### src/rtl/clock_divider_multi.sv
// Multi-channel programmable clock divider: each channel emits a registered 50%-duty
// clock and a rising-edge tick, with half-period updates taking effect only on a rising edge.
module clock_divider_multi #(
  parameter int NUM_CH       = 4,
  parameter int COUNT_WIDTH  = 24,
  parameter int DEFAULT_HALF = 6000000 - 1
) (
  input  logic                                     clk,
  input  logic                                     rst,
  input  logic [NUM_CH-1:0]                        en,
  input  logic                                     cfg_we,
  input  logic [((NUM_CH > 1) ? $clog2(NUM_CH) : 1)-1:0] cfg_ch,
  input  logic [COUNT_WIDTH-1:0]                   cfg_half,
  input  logic                                     sync,
  output logic [NUM_CH-1:0]                        out,
  output logic [NUM_CH-1:0]                        tick,
  output logic [NUM_CH-1:0]                        cfg_pending
);

  localparam int CH_W = (NUM_CH > 1) ? $clog2(NUM_CH) : 1;
  localparam logic [COUNT_WIDTH-1:0] DEF_HALF = COUNT_WIDTH'(DEFAULT_HALF);

  for (genvar i = 0; i < NUM_CH; i++) begin : g_ch
    logic                   hit;
    logic [COUNT_WIDTH-1:0] act_half_p0;
    logic [COUNT_WIDTH-1:0] shd_half_p0;
    logic [COUNT_WIDTH-1:0] cnt_p0;
    logic                   pend_p0;
    logic                   out_p0;
    logic                   tick_p0;

    // Out-of-range channel numbers can never equal a valid index, so they are dropped here.
    assign hit = cfg_we && (cfg_ch == CH_W'(i));

    always_ff @(posedge clk) begin
      if (!rst) begin
        act_half_p0 <= DEF_HALF;
        shd_half_p0 <= DEF_HALF;
        pend_p0     <= 1'b0;
        cnt_p0      <= '0;
        out_p0      <= 1'b0;
        tick_p0     <= 1'b0;
      end else if (sync || !en[i]) begin
        // Idle or restarting: a pending or coincident write is committed straight into A.
        cnt_p0  <= '0;
        out_p0  <= 1'b0;
        tick_p0 <= 1'b0;
        pend_p0 <= 1'b0;
        if (hit) begin
          act_half_p0 <= cfg_half;
          shd_half_p0 <= cfg_half;
        end else if (pend_p0) begin
          act_half_p0 <= shd_half_p0;
        end
      end else begin
        if (cnt_p0 != act_half_p0) begin
          cnt_p0  <= cnt_p0 + COUNT_WIDTH'(1);
          tick_p0 <= 1'b0;
        end else begin
          cnt_p0  <= '0;
          out_p0  <= ~out_p0;
          tick_p0 <= ~out_p0;
          if (!out_p0 && pend_p0) begin
            act_half_p0 <= shd_half_p0;
            pend_p0     <= 1'b0;
          end
        end
        // A write landing on the boundary edge overrides the clear above and stays pending.
        if (hit) begin
          shd_half_p0 <= cfg_half;
          pend_p0     <= 1'b1;
        end
      end
    end

    assign out[i]         = out_p0;
    assign tick[i]        = tick_p0;
    assign cfg_pending[i] = pend_p0;
  end

endmodule

### config.mk
export PLATFORM = sky130hd
export DESIGN_NAME = clock_divider_multi
export DESIGN_NICKNAME = d
export VERILOG_FILES = /design/src/rtl/clock_divider_multi.sv
export SDC_FILE = /design/constraint.sdc
export NUM_CORES = 1
export LEC_CHECK = 0
export ABC_AREA = 1
export BUFFER_PORTS_ARGS = -buffer_cell sky130_fd_sc_hd__buf_2
export CAP_MARGIN = 15
export CORE_MARGIN = 1.5
export CORE_UTILIZATION = 30
export CTS_BUF_LIST = sky130_fd_sc_hd__clkbuf_8
export DETAILED_ROUTE_END_ITERATION = 6
export PLACE_DENSITY = 0.4
export SYNTH_ARGS = -nofsm -noshare
export SYNTH_HDL_FRONTEND = slang
export SYNTH_SLANG_ARGS = --single-unit
### constraint.sdc
create_clock -name clk -period 3.65 [get_ports clk]
set_input_delay 0.365 -clock clk [delete_from_list [all_inputs] [get_ports clk]]
set_output_delay 0.365 -clock clk [all_outputs]
set_load 0.01 [all_outputs]
==> Yosys cells after proc, flatten, opt, wreduce, memory -nomap -nowiden <==
Index checks and enable logic that the tools add are counted.
{ "totals": {"register_bits": 300} }
{ "op_classes": {"n_addsub": 4, "eq_ne": 19, "mux": 32, "bitwise_logic": 9, "n_reduce_logical": 49} }
{ "op_table": {"columns": ["op", "n"], "rows": [
  ["$mux 24", 20],
  ["$add 24x1->24 const B", 4],
  ["$ne 24x24->1", 4],
  ["$reduce_or 3->1", 8],
  ["$ne 2x2->1 const B", 8],
  ["$reduce_bool 2->1", 8],
  ["$mux 1", 12],
  ["$ne 3x3->1 const B", 4],
  ["$reduce_and 3->1", 4],
  ["$not 1->1", 9],
  ["$logic_and 1x1->1", 8],
  ["$logic_not 1->1", 8],
  ["$reduce_and 2->1", 4],
  ["$reduce_or 2->1", 4],
  ["$eq 2x2->1 const B", 2],
  ["$logic_or 1x1->1", 4],
  ["$eq 2x1->1 const B", 1],
  ["$logic_not 2->1", 1]
]} }

==> Logic depth before layout (Yosys ltp) <==
Gate-level depths: netlist of run 1.
{ "logic_depth": {"word_depth": 5, "mapped_depth": 13, "depth_no_buf": 12} }

==> Worst setup path before layout of run 1 <==
Ideal clock, no wire load.
{ "synth_timing": {"path_kind": "reg-to-reg", "start": "reg g_ch[1].cnt_p0[0]", "end": "reg g_ch[1].cnt_p0[16]", "setup_ns": 0.119, "arrival_time_ns": 1.546, "slack_ns": 1.985, "stages_incl_launch_ff": 13, "n_path_buf": 0, "synth_period_minus_slack_ns": 1.665, "path_cell_list": "dfxtp_1 > ha_1 > nand2_1 > nor2_2 > nand2_1 > nor2_1 > inv_1 > nor2_1 > nand2_1 > nor2_1 > nand2_1 > o21ai_0 > a21oi_1"} }
{ "synth_via": {"elab_chain_cells": 3, "elab_cells_between_ends": 4} }
{ "synth_lines": {"columns": ["item", "line", "text"], "rows": [
  ["from (decl)", "27", "logic [COUNT_WIDTH-1:0] cnt_p0;"],
  ["from (signal assigned)", "57", "cnt_p0 <= cnt_p0 + COUNT_WIDTH'(1);"],
  ["parallel branches: the longest is 3 deep, another holds $add 24x1->24", null, null]
]} }
Several ways; the timed one is not identified.
A chain may end at the register's enable or synchronous reset.

==> Worst setup path in the final report of run 1 <==
{ "layout_timing": {"start": "reg g_ch[2].cnt_p0[18]", "end": "reg g_ch[2].act_half_p0[12]"} }
{ "layout_via": {"elab_chain_cells": 3} }
{ "layout_lines": {"columns": ["item", "line", "text"], "rows": [
  ["from (decl)", "27", null],
  ["from (signal assigned)", "57", null],
  ["$ne 24x24->1", "56", "if (cnt_p0 != act_half_p0) begin"],
  ["$ne 2x2->1 (no source line)", null, null],
  ["$reduce_and 3->1 (no source line)", null, null],
  ["to (signal assigned)", "50", "act_half_p0 <= cfg_half;"],
  ["to (signal assigned)", "53", "act_half_p0 <= shd_half_p0;"],
  ["to (signal assigned)", "64", "act_half_p0 <= shd_half_p0;"],
  ["to (decl)", "25", "logic [COUNT_WIDTH-1:0] act_half_p0;"]
]} }
No other way between the ends.

==> results of run 1 <==
sequential cells by signal (all words and copies together), names as in the netlist:
signal / flops
g_ch.shd_half_p0: 96
g_ch.out_p0: 4
g_ch.cnt_p0: 96
g_ch.tick_p0: 4
g_ch.pend_p0: 4
g_ch.act_half_p0: 96
synthesized netlist by cell type, drive strengths merged:
cell	number	share of area
o22ai	2	0.00079
mux2i	33	0.021
nand2	711	0.17
inv	311	0.074
xnor2	22	0.012
o21a	14	0.0067
o31ai	1	0.00048
nor4	9	0.0036
xor2	41	0.023
or2	38	0.015
nor3b	13	0.0071
nand4	73	0.030
nand3	144	0.051
buf	50	0.022
nor2	357	0.086
nor3	41	0.015
clkbuf	56	0.014
dfxtp	300	0.38
a211oi	1	0.00048
and2	1	0.00040
a21oi	85	0.027
ha	4	0.0032
o21ai	115	0.037
power by group through the flow:
stage / Combinational, mW / Sequential [mW] / Clock [mW]
after global routing: 0.855 / 3.50 / 3.57
after CTS: 0.750 / 3.49 / 3.44
after global placement: 0.744 / 3.56 / 0
after detailed placement: 0.746 / 3.56 / 0
after floorplan: 0.550 / 3.52 / 0
final: 0.736 / 3.48 / 3.28
tightest hold or removal path, cell delays in order:
cell,delay [ns]
sky130_fd_sc_hd__buf_2,0.17
sky130_fd_sc_hd__mux2i_1,0.10
sky130_fd_sc_hd__nand2_1,0.05
worst paths after layout:
check | to
worst max register to register | g_ch[2].act_half_p0[12]$_SDFFE_PN0P_
worst max-delay path | g_ch[2].act_half_p0[12]$_SDFFE_PN0P_
worst min register to register | g_ch[2].cnt_p0[23]$_SDFF_PP0_
worst min-delay path | g_ch[3].shd_half_p0[19]$_SDFFE_PN1P_
metal layers:
metal / GRT usage / wire [um]
met1: 0.234 / 22700
met2: 0.282 / 20600
met3: 0.0321 / 2070
met4: 0.0502 / 926
met5: 0 / 0
through the flow:
step	worst slack [ns]	power, mW
global route	1.16	7.92
floorplan	1.98	4.07
CTS	1.40	7.68
finish	1.43	7.50
detailed placement	1.15	4.30
global placement	1.22	4.30
cells by family after synthesis:
group,count (synthesis)
AO/OA/AOI/OAI,218
XOR/XNOR,63
adder cells (fa/ha/maj),4
buffers and inverters,417
flip-flops,300
multiplexers,33
AND/OR/NAND/NOR,1387
cell type report:
| cell class | instances | area (sq um) |
|---|---|---|
| Timing Repair Buffer | 67 | 393 |
| Fill cell | 5716 | 34100 |
| Multi-Input combinational cell | 1705 | 8080 |
| Clock inverter | 25 | 145 |
| Tap cell | 680 | 851 |
| Sequential cell | 300 | 6010 |
| Inverter | 311 | 1170 |
| Clock buffer | 69 | 950 |
==> tab_implementation.tex, run 1 <==
\begin{tabular}{lr}
\hline
Metric & Value \\
\hline
\multicolumn{2}{l}{\textbf{Layout}} \\
\quad Final core utilization & 0.340 \\
\quad Commonest cells after routing, fill and taps aside & 704 x sky130\_fd\_sc\_hd\_\_nand2\_1, 348 x sky130\_fd\_sc\_hd\_\_nor2\_1, 304 x sky130\_fd\_sc\_hd\_\_inv\_1, 300 x sky130\_fd\_sc\_hd\_\_dfxtp\_1, 128 x sky130\_fd\_sc\_hd\_\_nand3\_1 \\
\quad Ratio of cells with drive above 1 in the final layout & 0.102 \\
\quad Fin cells & 3157 \\
\quad Area overhead of the layout relative to synthesis & 11.4\% \\
\quad Inserted Diodes & 0 \\
\quad Final net count & 2482 \\
\quad Most common library cell in the layout ignoring fill and taps & sky130\_fd\_sc\_hd\_\_nand2\_1 \\
\quad Post-route standard cell area excluding fillers & 17600 sq um \\
\multicolumn{2}{l}{\textbf{Placement}} \\
\quad Number of buffers inserted by port buffering & 45 \\
\quad GP Congestion & 0.811 \\
\quad Placed Area & 16500 sq um \\
\quad Number of placed instances with taps included & 3063 \\
\quad Detail Placement HPWL & 34200 um \\
\multicolumn{2}{l}{\textbf{Worst setup path}} \\
\quad Maximum fanout along the worst path & 20 \\
\quad Register-to-Register Setup Slack & 1.43 ns \\
\quad Cells on worst reg2reg path & 11 \\
\quad Family of cells with the greatest summed delay on the critical path & simple AND/OR/NAND/NOR gates \\
\quad Worst Setup Start Kind & flip-flop \\
\quad Worst-path cell with the longest stage delay & sky130\_fd\_sc\_hd\_\_dfxtp\_1 \\
\quad Launch point of the worst path & g\_ch[2].cnt\_p0[18]\$\_SDFF\_PP0\_ \\
\quad Data arrival time at the worst-slack endpoint & 2.76 ns \\
\quad Endpoint kind of the worst setup timing path & flip-flop \\
\quad Data required time of the critical path & 4.19 ns \\
\quad Buffers \& Inverters on Critical Path & 1 \\
\quad Cell count along the critical path & 11 \\
\quad Most used cell along the critical path & sky130\_fd\_sc\_hd\_\_nor2\_1 \\
\quad Longest individual stage delay on the worst path & 0.49 ns \\
\quad Crit path kind & reg2reg \\
\quad Launch instance of the worst register-to-register path & g\_ch[2].cnt\_p0[18]\$\_SDFF\_PP0\_ \\
\quad Sequence of cells on the critical path & inv\_1, nand2\_1, nand2\_1, nor2\_1, nand2\_1, nor2\_1, nand3\_2, nand2\_2, nand3\_2, nor2\_1, nor2\_1 \\
\multicolumn{2}{l}{\textbf{Hold path}} \\
\quad Hold Path Cell Cnt & 3 \\
\quad Worst hold path class & in2reg \\
\quad Start point of the worst hold path & cfg\_half[19] \\
\multicolumn{2}{l}{\textbf{Pwr}} \\
\quad Gate power share & 0.098 \\
\quad Sequential fraction of design power & 0.464 \\
\quad Net switching share of the total power & 0.280 \\
\quad Pwr/cell area & 426 nW/um\^{}2 \\
\quad Share of total power in the clock network & 0.437 \\
\quad Peak ir drop on the vdd network & 0.266 mV \\
\quad Internal power & 5.40 mW \\
\quad Switching pwr & 2.10 mW \\
\quad Leakage Power & 8.23 nW \\
\multicolumn{2}{l}{\textbf{Synthesis}} \\
\quad Instance count of the mapped netlist & 2422 \\
\quad Post-synthesis compound-gate area fraction & 0.0722 \\
\quad Warnings, synthesis & 0 \\
\quad Post-Synth XOR/XNOR Area & 0.0349 \\
\quad Number of flip-flops and latches in the synthesized netlist & 300 \\
\quad Largest family of logic cells by synthesized area & simple AND/OR/NAND/NOR gates \\
\quad Sequential element share of the synthesized area & 0.380 \\
\quad Netlist cell types & 39 \\
\quad Mean instance size in the synthesized netlist & 6.52 sq um \\
\quad Net Count, Synth & 2460 \\
\quad Synthesized-area fraction occupied by and/or/nand/nor cells & 0.379 \\
\quad Syn Std Cell Area & 15800 sq um \\
\quad Portion of netlist area occupied by mux cells & 0.0209 \\
\quad Post-synthesis share of cell area spent on full adders, half adders and majority gates & 0.00317 \\
\multicolumn{2}{l}{\textbf{Routing}} \\
\quad Per-cell routed wire length & 14.7 um \\
\quad Overall routed net length & 46300 um \\
\quad Antenna-violating nets left & 0 \\
\quad Drt pass-1 iters & 5 \\
\quad Violation count after the first detailed-route iteration & 813 \\
\quad DRC violations left & 0 \\
\quad Via count & 14.5k \\
\quad Avg Vias per Cell & 4.58 \\
\multicolumn{2}{l}{\textbf{Timing}} \\
\quad Sum of negative setup slack & 0 ns \\
\quad Hold Violations, Final & 0 \\
\quad Fin crit period & 2.22 ns \\
\quad Worst-Margin Slew & 0.853 ns \\
\quad Final Cycle Share & 0.608 \\
\quad Slew headroom & 0.430 \\
\quad Min Hold Slack & 0.0792 ns \\
\quad Final Max Slew Viols & 0 \\
\quad Unrepaired setup endpoints after global routing & false \\
\quad Final setup skew & 0.0206 ns \\
\quad Final Setup Violations & 0 \\
\quad Fmax achieved & 0.450 GHz \\
\multicolumn{2}{l}{\textbf{Status}} \\
\quad Run status & finished clean \\
\multicolumn{2}{l}{\textbf{Die}} \\
\quad Die Y-Extent & 232 um \\
\quad Die X & 232 um \\
\quad Number of top-level pins & 46 \\
\quad Number of standard-cell rows in the floorplan & 83 \\
\quad Core area & 51700 sq um \\
\quad Initial Util & 0.305 \\
\quad Full die area & 54000 sq um \\
\multicolumn{2}{l}{\textbf{CTS}} \\
\quad Root Buffer Master & sky130\_fd\_sc\_hd\_\_clkbuf\_8 \\
\quad H-tree Lvls & 2 \\
\quad Clock Sinks & 300 \\
\quad PostCTS Resize Cnt & 0 \\
\quad Clock tree from TritonCTS & done \\
\quad Insertion delay to the later sink of the worst-skew pair & 0.67 ns \\
\quad Clock transition at the registers of the reported paths & 0.06 ns \\
\quad Max Buffers Root-to-Sink & 3 \\
\quad Post-CTS setup-driven buffer insertion count & 0 \\
\quad Total clock buffers created by CTS & 59 \\
\quad Post-CTS Hold Fix Bufs & 0 \\
\multicolumn{2}{l}{\textbf{Global route}} \\
\quad Via count of the first global-routing pass & 13.9k \\
\quad Global-route wire length before repair & 74400 um \\
\quad All-Layer GR Usage & 0.174 \\
\quad Antenna violations before repair & 1 \\
\quad Congestion Overflow GR & 0 \\
\quad Pin count of the biggest net entering global routing & 74 \\
\multicolumn{2}{l}{\textbf{Run}} \\
\quad Max Cap Violations & 0 \\
\hline
\end{tabular}
(Power assumes the default switching activity.)
==> run 2, diff against run 1 <==
==> constraint.sdc (replaced) <==
create_clock -name clk -period 2.3 [get_ports clk]
set_input_delay 0.23 -clock clk [delete_from_list [all_inputs] [get_ports clk]]
set_output_delay 0.23 -clock clk [all_outputs]
set_load 0.01 [all_outputs]
==> run 2 against run 1 <==
Highest routed layer unchanged. Flip-flop and latch count unchanged. Final cell count increased by 1.4%. Clock-buffer cell count increased by 8. Largest power group unchanged. Critical path type unchanged. Hold slack gained 0.0069 ns.
==> tab_implementation.tex, run 2 (synthesis results as in run 1) <==
\begin{tabular}{lr}
\hline
Metric & Value \\
\hline
\multicolumn{2}{l}{\textbf{Layout}} \\
\quad Filler instances & 5680 (was 5716) \\
\quad Inserted Diodes & 0 (unchanged) \\
\quad Final core utilization & 0.349 (was 0.340) \\
\quad Ratio of cells with drive above 1 in the final layout & 0.104 (was 0.102) \\
\quad Commonest cells after routing, fill and taps aside & 704 x sky130\_fd\_sc\_hd\_\_nand2\_1, 348 x sky130\_fd\_sc\_hd\_\_nor2\_1, 316 x sky130\_fd\_sc\_hd\_\_inv\_1, 299 x sky130\_fd\_sc\_hd\_\_dfxtp\_1, 128 x sky130\_fd\_sc\_hd\_\_nand3\_1 (was 704 x sky130\_fd\_sc\_hd\_\_nand2\_1, 348 x sky130\_fd\_sc\_hd\_\_nor2\_1, 304 x sky130\_fd\_sc\_hd\_\_inv\_1, 300 x sky130\_fd\_sc\_hd\_\_dfxtp\_1, 128 x sky130\_fd\_sc\_hd\_\_nand3\_1) \\
\quad Largest regs & g\_ch.act\_half\_p0 (96), g\_ch.cnt\_p0 (96), g\_ch.shd\_half\_p0 (96) (unchanged) \\
\quad Post-route standard cell area excluding fillers & 18100 sq um (was 17600 sq um) \\
\quad Area overhead of the layout relative to synthesis & 14.3\% (was 11.4\%) \\
\quad Final net count & 2517 (was 2482) \\
\quad Most common library cell in the layout ignoring fill and taps & sky130\_fd\_sc\_hd\_\_nand2\_1 (unchanged) \\
\multicolumn{2}{l}{\textbf{Routing}} \\
\quad Via count & 14.6k (was 14.5k) \\
\quad Avg Vias per Cell & 4.56 (was 4.58) \\
\quad Drt pass-1 iters & 5 (unchanged) \\
\quad Antenna-violating nets left & 0 (unchanged) \\
\quad Per-cell routed wire length & 14.6 um (was 14.7 um) \\
\quad DRC violations left & 0 (unchanged) \\
\quad Overall routed net length & 46600 um (was 46300 um) \\
\quad Violation count after the first detailed-route iteration & 834 (was 813) \\
\multicolumn{2}{l}{\textbf{Global route}} \\
\quad Global-route wire length before repair & 74800 um (was 74400 um) \\
\quad Congestion Overflow GR & 0 (unchanged) \\
\quad Via count of the first global-routing pass & 13.9k (unchanged) \\
\quad All-Layer GR Usage & 0.175 (was 0.174) \\
\quad Antenna violations before repair & 3 (was 1) \\
\quad Pin count of the biggest net entering global routing & 65 (was 74) \\
\multicolumn{2}{l}{\textbf{Timing}} \\
\quad Sum of negative setup slack & 0 ns (unchanged) \\
\quad Hold Violations, Final & 0 (unchanged) \\
\quad Fin crit period & 2.06 ns (was 2.22 ns) \\
\quad Unrepaired setup endpoints after global routing & false (unchanged) \\
\quad Final setup skew & 0.0237 ns (was 0.0206 ns) \\
\quad Final Setup Violations & 0 (unchanged) \\
\quad Fmax achieved & 0.484 GHz (was 0.450 GHz) \\
\quad Worst-Margin Slew & 0.702 ns (was 0.853 ns) \\
\quad Final Cycle Share & 0.898 (was 0.608) \\
\quad Slew headroom & 0.532 (was 0.430) \\
\quad Final Max Slew Viols & 0 (unchanged) \\
\multicolumn{2}{l}{\textbf{Pwr}} \\
\quad Sequential fraction of design power & 0.457 (was 0.464) \\
\quad Post-route total power & 12.1 mW (was 7.50 mW) \\
\quad Gate power share & 0.101 (was 0.098) \\
\quad Share of total power in the clock network & 0.443 (was 0.437) \\
\quad Pwr/cell area & 671 nW/um\^{}2 (was 426 nW/um\^{}2) \\
\quad Internal power & 8.76 mW (was 5.40 mW) \\
\quad Net switching share of the total power & 0.277 (was 0.280) \\
\quad Switching pwr & 3.35 mW (was 2.10 mW) \\
\quad Peak ir drop on the vdd network & 0.366 mV (was 0.266 mV) \\
\quad Leakage Power & 8.49 nW (was 8.23 nW) \\
\multicolumn{2}{l}{\textbf{Worst setup path}} \\
\quad Crit path kind & reg2reg (unchanged) \\
\quad Worst Setup Start Kind & flip-flop (unchanged) \\
\quad Endpoint kind of the worst setup timing path & flip-flop (unchanged) \\
\quad Longest individual stage delay on the worst path & 0.38 ns (was 0.49 ns) \\
\quad Data arrival time at the worst-slack endpoint & 2.59 ns (was 2.76 ns) \\
\quad Maximum fanout along the worst path & 4 (was 20) \\
\quad Buffers \& Inverters on Critical Path & 1 (unchanged) \\
\quad Data required time of the critical path & 2.82 ns (was 4.19 ns) \\
\quad Sequence of cells on the critical path & ha\_1, nand2\_1, nor2\_2, nand2\_1, nor2\_1, inv\_1, nor2\_1, nand2\_1, nor2\_1, nand2\_1, o21ai\_0, a21oi\_1 (was inv\_1, nand2\_1, nand2\_1, nor2\_1, nand2\_1, nor2\_1, nand3\_2, nand2\_2, nand3\_2, nor2\_1, nor2\_1) \\
\quad Family of cells with the greatest summed delay on the critical path & simple AND/OR/NAND/NOR gates (unchanged) \\
\quad Most used cell along the critical path & sky130\_fd\_sc\_hd\_\_nand2\_1 (was sky130\_fd\_sc\_hd\_\_nor2\_1) \\
\quad Worst-path cell with the longest stage delay & sky130\_fd\_sc\_hd\_\_dfxtp\_1 (unchanged) \\
\quad Launch instance of the worst register-to-register path & g\_ch[1].cnt\_p0[1]\$\_SDFF\_PP0\_ (was g\_ch[2].cnt\_p0[18]\$\_SDFF\_PP0\_) \\
\quad Launch point of the worst path & g\_ch[1].cnt\_p0[1]\$\_SDFF\_PP0\_ (was g\_ch[2].cnt\_p0[18]\$\_SDFF\_PP0\_) \\
\multicolumn{2}{l}{\textbf{CTS}} \\
\quad Clock Sinks & 300 (unchanged) \\
\quad H-tree Lvls & 2 (unchanged) \\
\quad Clock tree from TritonCTS & done (unchanged) \\
\quad Clock transition at the registers of the reported paths & 0.06 ns (about the same) \\
\quad Root Buffer Master & sky130\_fd\_sc\_hd\_\_clkbuf\_8 (unchanged) \\
\quad Insertion delay to the later sink of the worst-skew pair & 0.65 ns (was 0.67 ns) \\
\quad Total clock buffers created by CTS & 57 (was 59) \\
\quad Max Buffers Root-to-Sink & 3 (unchanged) \\
\multicolumn{2}{l}{\textbf{Die}} \\
\quad Full die area & 54000 sq um (unchanged) \\
\quad Initial Util & 0.305 (unchanged) \\
\quad Number of top-level pins & 46 (unchanged) \\
\quad Number of standard-cell rows in the floorplan & 83 (unchanged) \\
\quad Die Y-Extent & 232 um (unchanged) \\
\quad Core area & 51700 sq um (unchanged) \\
\quad Die X & 232 um (unchanged) \\
\multicolumn{2}{l}{\textbf{Status}} \\
\quad Run status & finished clean (unchanged) \\
\multicolumn{2}{l}{\textbf{Placement}} \\
\quad Placed Area & 16600 sq um (was 16500 sq um) \\
\quad Number of buffers inserted by port buffering & 45 (unchanged) \\
\quad Detail Placement HPWL & 34200 um (about the same) \\
\quad GP Congestion & 0.885 (was 0.811) \\
\multicolumn{2}{l}{\textbf{Run}} \\
\quad Max Cap Violations & 0 (unchanged) \\
\multicolumn{2}{l}{\textbf{Hold path}} \\
\quad Worst hold path class & in2reg (unchanged) \\
\quad Start point of the worst hold path & rst (was cfg\_half[19]) \\
\hline
\end{tabular}
[run 2: per-layer routing]
layer / track usage / vias to the layer above / part of all wire / routed length (um)
met4: 0.0474 / 0 / 0.021 / 981
met3: 0.0325 / 68 / 0.041 / 1920
met2: 0.284 / 203 / 0.44 / 20600
met5: 0 / - / 0 / 0
met1: 0.237 / 6631 / 0.50 / 23100
li1: - / 7686 / - / -
[run 2: worst paths after layout]
kind	end	slack [ns]	cells past startpoint
setup reg to reg	g_ch[1].cnt_p0[16]$_SDFF_PP0_	0.24	12
hold reg to reg	g_ch[1].cnt_p0[0]$_SDFF_PP0_	0.47	1
hold / removal	g_ch[3].shd_half_p0[21]$_SDFFE_PN0P_	0.09	3
setup / recovery	g_ch[1].cnt_p0[16]$_SDFF_PP0_	0.24	12
[run 2: layout make-up]
class,instances,area (sq um),share of cell area
clock inverters,25,100,0.00554
multi-input cells,1705,8090,0.448
inverters,311,1170,0.0647
repair buffers,104,781,0.0432
well taps,680,851,0.0471
flip-flops and latches,300,6010,0.333
clock buffers,77,1060,0.0587
[run 2: power by group through the flow]
stage / Sequential (mW) / Clock [mW] / Combinational [mW]
5_1_grt: 5.56 / 5.84 / 1.42
2_1_floorplan: 5.58 / 0 / 0.872
3_5_place_dp: 5.65 / 0 / 1.20
4_1_cts: 5.54 / 5.62 / 1.24
6_report: 5.53 / 5.36 / 1.22
3_3_place_gp: 5.65 / 0 / 1.19
[run 2: tightest hold or removal path: stages]
cell and delay (ns):
sky130_fd_sc_hd__buf_4 0.12, sky130_fd_sc_hd__inv_2 0.20, sky130_fd_sc_hd__nor2_1 0.15
[run 2: per-stage QoR]
step | hold slack [ns] | worst slack, ns | std cells
2_1_floorplan | 0.362 | 0.635 | 2422
3_3_place_gp | 0.463 | 0.213 | 3076
3_5_place_dp | 0.472 | 0.221 | 3076
4_1_cts | 0.0213 | 0.201 | 3202
5_1_grt | 0.0725 | 0.0356 | 3202
6_report | 0.0861 | 0.235 | 3202
[run 2: repair_timing]
item | 4_1_cts | 5_1_grt
setup endpoints to repair | 0 | 2
endpoints found under the hold margin | 41 | 0
resized for setup | 0 | 2
hold buffers | 24 | 0
setup buffers | 0 | 0
